==> src/rtl/sdram_capture_writer.sv <==
// Streams sample words into an SDRAM ring or one-shot buffer using fixed-length
// Avalon-MM write bursts toward f2h_sdram0.
module sdram_capture_writer #(
    parameter int unsigned ADDR_W    = 27,
    parameter int unsigned DATA_W    = 256,
    parameter int unsigned BURST_LEN = 16
) (
    input  logic                  clk,
    input  logic                  reset_n,
    input  logic                  start,
    input  logic                  stop,
    input  logic                  circular,
    input  logic [ADDR_W-1:0]     base_addr,
    input  logic [ADDR_W-1:0]     len_words,
    input  logic [DATA_W-1:0]     in_data,
    input  logic                  in_valid,
    output logic                  in_ready,
    output logic [ADDR_W-1:0]     avm_address,
    output logic [7:0]            avm_burstcount,
    output logic                  avm_write,
    output logic [DATA_W-1:0]     avm_writedata,
    output logic [DATA_W/8-1:0]   avm_byteenable,
    input  logic                  avm_waitrequest,
    output logic                  busy,
    output logic                  done,
    output logic                  wrapped,
    output logic [ADDR_W-1:0]     wr_ptr
);

    localparam int unsigned       BEAT_W    = (BURST_LEN > 1) ? $clog2(BURST_LEN) : 1;
    localparam logic [BEAT_W-1:0] LAST_BEAT = BEAT_W'(BURST_LEN - 1);

    typedef enum logic [1:0] {
        IDLE,
        BURST,
        DONE
    } state_t;

    state_t              state_q, state_d;
    logic [ADDR_W-1:0]   base_q, base_d;
    logic [ADDR_W-1:0]   end_q, end_d;
    logic                circ_q, circ_d;
    logic [ADDR_W-1:0]   wr_ptr_q, wr_ptr_d;
    logic [ADDR_W-1:0]   burst_addr_q, burst_addr_d;
    logic [BEAT_W-1:0]   beat_q, beat_d;
    logic                stop_q, stop_d;
    logic                wrapped_q, wrapped_d;

    logic                accept;
    logic [ADDR_W-1:0]   next_addr;
    logic                at_end;

    // State and run-context registers; reset abandons any burst in flight.
    always_ff @(posedge clk or negedge reset_n) begin
        if (!reset_n) begin
            state_q      <= IDLE;
            base_q       <= '0;
            end_q        <= '0;
            circ_q       <= 1'b0;
            wr_ptr_q     <= '0;
            burst_addr_q <= '0;
            beat_q       <= '0;
            stop_q       <= 1'b0;
            wrapped_q    <= 1'b0;
        end else begin
            state_q      <= state_d;
            base_q       <= base_d;
            end_q        <= end_d;
            circ_q       <= circ_d;
            wr_ptr_q     <= wr_ptr_d;
            burst_addr_q <= burst_addr_d;
            beat_q       <= beat_d;
            stop_q       <= stop_d;
            wrapped_q    <= wrapped_d;
        end
    end

    // Next-state logic: bursts always run to BURST_LEN beats; stop and buffer end
    // are only acted on at a burst boundary.
    always_comb begin
        state_d      = state_q;
        base_d       = base_q;
        end_d        = end_q;
        circ_d       = circ_q;
        wr_ptr_d     = wr_ptr_q;
        burst_addr_d = burst_addr_q;
        beat_d       = beat_q;
        stop_d       = stop_q;
        wrapped_d    = wrapped_q;

        accept    = (state_q == BURST) && in_valid && !avm_waitrequest;
        next_addr = wr_ptr_q + ADDR_W'(1);
        at_end    = (next_addr == end_q);

        case (state_q)
            IDLE: begin
                if (start) begin
                    state_d      = BURST;
                    base_d       = base_addr;
                    end_d        = base_addr + len_words;
                    circ_d       = circular;
                    wr_ptr_d     = base_addr;
                    burst_addr_d = base_addr;
                    beat_d       = '0;
                    stop_d       = 1'b0;
                    wrapped_d    = 1'b0;
                end
            end
            BURST: begin
                stop_d = stop_q | stop;
                if (accept) begin
                    wr_ptr_d = next_addr;
                    if (beat_q == LAST_BEAT) begin
                        beat_d       = '0;
                        burst_addr_d = next_addr;
                        // Wrap is applied even when stopping so wr_ptr always names
                        // the next word that would be written.
                        if (at_end && circ_q) begin
                            wr_ptr_d     = base_q;
                            burst_addr_d = base_q;
                            wrapped_d    = 1'b1;
                        end
                        if (stop_q || stop || (at_end && !circ_q)) begin
                            state_d = DONE;
                            stop_d  = 1'b0;
                        end
                    end else begin
                        beat_d = beat_q + BEAT_W'(1);
                    end
                end
            end
            DONE: begin
                state_d = IDLE;
            end
            default: begin
                state_d = IDLE;
            end
        endcase
    end

    assign busy           = (state_q == BURST);
    assign done           = (state_q == DONE);
    assign wrapped        = wrapped_q;
    assign wr_ptr         = wr_ptr_q;
    assign in_ready       = (state_q == BURST) && !avm_waitrequest;
    assign avm_write      = (state_q == BURST) && in_valid;
    assign avm_address    = burst_addr_q;
    assign avm_burstcount = (state_q == BURST) ? 8'(BURST_LEN) : 8'd0;
    assign avm_writedata  = in_data;
    assign avm_byteenable = '1;

endmodule

==> config.mk <==
export PLATFORM = sky130hd
export DESIGN_NAME = sdram_capture_writer
export DESIGN_NICKNAME = d
export VERILOG_FILES = /design/src/rtl/sdram_capture_writer.sv
export SDC_FILE = /design/constraint.sdc
export NUM_CORES = 1
export LEC_CHECK = 0
export BUFFER_PORTS_ARGS = -buffer_cell sky130_fd_sc_hd__clkbuf_2
export CAP_MARGIN = 0
export CORE_AREA = 2 2 262 264
export CTS_CLUSTER_DIAMETER = 120
export CTS_CLUSTER_SIZE = 12
export DETAILED_ROUTE_END_ITERATION = 12
export DIE_AREA = 0 0 264 266
export HOLD_SLACK_MARGIN = 0.1
export PLACE_DENSITY_LB_ADDON = 0.25
export SLEW_MARGIN = 20
export SYNTH_ARGS = -nofsm -noshare
export SYNTH_HDL_FRONTEND = slang
export SYNTH_SLANG_ARGS = --single-unit
export TNS_END_PERCENT = 10
==> constraint.sdc <==
create_clock -name clk -period 4.29 [get_ports clk]
set_input_delay 0.2145 -clock clk [delete_from_list [all_inputs] [get_ports clk]]
set_output_delay 0.2145 -clock clk [all_outputs]
set_load 0.03 [all_outputs]
==> flow_metrics.tcl <==
set metrics [dict create \
    slew_violations 0 \
    wl_per_cell_um 20.27 \
    htree_levels 4 \
    grt_max_degree 115 \
    ys_types 78 \
    antenna_found_initial 1 \
    ios 672 \
    comb_power_share_pct 49.4 \
    cts.sinks 117 \
    area_growth_pct 6.366 \
    netlist_instances 1369 \
    vias_per_cell 4.172 \
    gp_congestion 0.8454 \
    final_cell_mix "nand2_1 (180), clkbuf_2 (119), dfrtp_1 (115), nor2_1 (103), o21ai_0 (63)" \
    antenna_cells 0 \
    pwr-share-seq_pct 29.9 \
    internal_power_w 0.003912 \
    fin_crit_sh_pct 94.04 \
    ys_ff_latch 117 \
    crit_type "flop to flop" \
    dr_total_vias 9004 \
    start_util_pct 15.93 \
    hold_path.startpoint "base_addr[6]" \
    worstPathArrival_ns 4.41 \
    critPathRequiredTime_ns 4.67 \
    wirelength_um 43740 \
    portBuffers 120 \
    synth_edf_count 0 \
    grt_use_total_pct 12.33 \
    numCtsBuffers 17 \
    vdd_drop_max_mv 0.3237 \
    async_flop_share_pct 100.0 \
    grt_overflow 0 \
    hold_viol_final 0 \
    maxCapViolCount 0 \
    swShare_pct 47.69 \
    p_clk_share_pct 20.7 \
    dp_hpwl_um 34920 \
    worst_pin_slew_ns 0.9991 \
    setup_violations 0 \
    postCtsSetupRepairBufs 0 \
    yosysSeqAreaShare_pct 27.13 \
    min_path_type "primary input to flop" \
    num_rows 96 \
    endpoint_kind "flop" \
    pwr_density_cell_mw_per_mm2 651.6 \
    fin_skew_ns 0.01117 \
    cts_root_buf "clkbuf_16" \
    die_h_um 266 \
    drive_gt1_share_pct 18.73 \
    clk_path_buf_depth 2 \
    drc 0 \
    fin_total_pwr_w 0.007478 \
    r2r-start "wr_ptr[5]$_DFFE_PN0P_" \
    max_stage_delay_ns 0.75 \
    path_max_fanout 21 \
    cp_cell_sequence "and4_2, nand3_1, nor3_1, xor2_1, a2111oi_1, nand4b_1, or4_4, mux2_2, a2111oi_2, a221o_1" \
    grt_pass1_vias 8971 \
    crit_start "wr_ptr[5]$_DFFE_PN0P_" \
    crit_path_top_delay_cell "or4_4" \
    path_clk_slew_ns 0.06 \
    dr.pass1.iters 5 \
    drt-initial-drc-count 564 \
    ys_warn_count 0 \
    p_sw_w 0.003566 \
    nets 1610 \
    synthFlopType "dfrtp_1" \
    fin_crit_ns 4.034 \
    status "completed" \
    rsz0062_at_grt "false" \
    design.core.area_sq_mm 0.06775 \
    synth_area_per_cell_sq_um 7.882 \
    clk_latency_ns 0.45 \
    netlist_area_sq_mm 0.01079 \
    die_x_um 264 \
    p_leak_nw 4.805 \
    start_kind "flop" \
    reg2reg_slack_ns 0.26 \
    ant_nets 0 \
    die_area_sq_mm 0.07022 \
    grt_pass1_wl_um 63070 \
    tns_ns 0 \
    slew_headroom_pct 33.39 \
    fmax_ghz 0.2479 \
    final_common_cell "nand2_1" \
    cts_tree "done" \
]
power groups by stage:
| stage | logic (W) | clock network, W | registers, W |
|---|---|---|---|
| floorplan | 0.00253 | 0 | 0.00240 |
| global placement | 0.00375 | 0 | 0.00224 |
| detailed placement | 0.00374 | 0 | 0.00225 |
| CTS | 0.00377 | 0.00159 | 0.00224 |
| global route | 0.00408 | 0.00163 | 0.00232 |
| finish | 0.00370 | 0.00155 | 0.00223 |
cells by family after synthesis:
kind of cell,count (synthesis),synth area share [%]
AO/OA/AOI/OAI,261,15.55
XOR/XNOR,63,5.241
adder cells (fa/ha/maj),29,3.432
buffers and inverters,384,24.20
flip-flops,117,27.13
multiplexers,26,2.655
other,2,0.06960
AND/OR/NAND/NOR,487,21.72
state kept, by name, summed over array words and instances, names as in the netlist:
name,cells
stop_q,1
circ_q,1
beat_q,4
base_q,27
avm_address,27
end_q,27
wrapped,1
state_q,2
wr_ptr,27
layer usage:
layer / part of all wire (%) / track usage (%)
met5: 0.15 / 0.5544
met4: 4.0 / 6.035
met3: 6.4 / 3.373
met2: 46 / 19.71
met1: 44 / 15.22
synth_stat cells (all sizes together), types with 5 or more instances:
cell type / n / area [sq um]
buf: 330 / 2409
nand2: 180 / 675.7
dfrtp: 117 / 2928
nor2: 105 / 394.1
a21oi: 63 / 315.3
o21ai: 63 / 315.3
nand3: 45 / 230.2
clkbuf: 34 / 127.6
xnor2: 33 / 289.0
nor3: 32 / 165.2
xor2: 29 / 254.0
ha: 28 / 350.3
nand4: 28 / 196.4
nand2b: 26 / 162.7
a31oi: 22 / 137.6
inv: 20 / 75.07
mux2: 18 / 206.5
a21o: 15 / 112.6
nor4: 15 / 127.6
o21a: 13 / 97.59
o22ai: 13 / 81.33
and3: 10 / 62.56
o211ai: 10 / 75.07
mux2i: 8 / 80.08
or2: 8 / 50.06
or3: 8 / 50.05
nor2b: 7 / 43.79
a2111oi: 6 / 58.80
o21bai: 6 / 45.04
a211oi: 5 / 37.54
and2: 5 / 31.28
and4: 5 / 43.79
o32ai: 5 / 43.79
final cells by class:
cell class / instances / area, sq um
well taps: 882 / 1104
clock buffers: 21 / 470.5
inverters: 20 / 75.07
clock inverters: 10 / 152.6
multi-input cells: 905 / 5434
repair buffers: 203 / 1311
fillers: 7702 / 56270
flip-flops and latches: 117 / 2930
metrics by stage:
step           worst slack, ns  util [%]  hold WS (ns)  cells  cell area, sq um
5_1_grt                0.02701     16.94        0.1371   2158             11480
3_5_place_dp          0.009462     15.56       0.02937   2098             10540
2_1_floorplan           0.6405         -      -0.08109   1406             10930
3_3_place_gp            0.1136     15.56       0.02651   2098             10540
4_1_cts                0.06678     16.91        0.1057   2158             11460
6_report                0.2557     16.94        0.1389   2158             11480
critical path: cells and delay by family, from the launching register on:
| kind | cells | cell delay (ns) |
|---|---|---|
| XOR/XNOR | 1 | 0.19 |
| flip-flops | 1 | 0.50 |
| AND/OR/NAND/NOR | 5 | 1.93 |
| multiplexers | 1 | 0.38 |
| AO/OA/AOI/OAI | 3 | 0.94 |
path summary, 6_finish.rpt:
kind / cells after the start / endpoint
setup / recovery: 10 / wr_ptr[9]$_DFFE_PN0P_
hold / removal: 3 / base_q[6]$_DFFE_PN0P_
setup reg to reg: 10 / wr_ptr[9]$_DFFE_PN0P_
hold reg to reg: 2 / base_q[8]$_DFFE_PN0P_
max in group asynchronous: 3 / wr_ptr[13]$_DFFE_PN0P_
min in group asynchronous: 3 / base_q[0]$_DFFE_PN0P_
what timing repair did:
action                     CTS  global route
setup endpoints to repair    2            32
resized for setup            1             6
hold endpoints to repair   144             0
gates cloned                 0             0
hold buffers                29             0
Power figures use the tool's default switching activity.
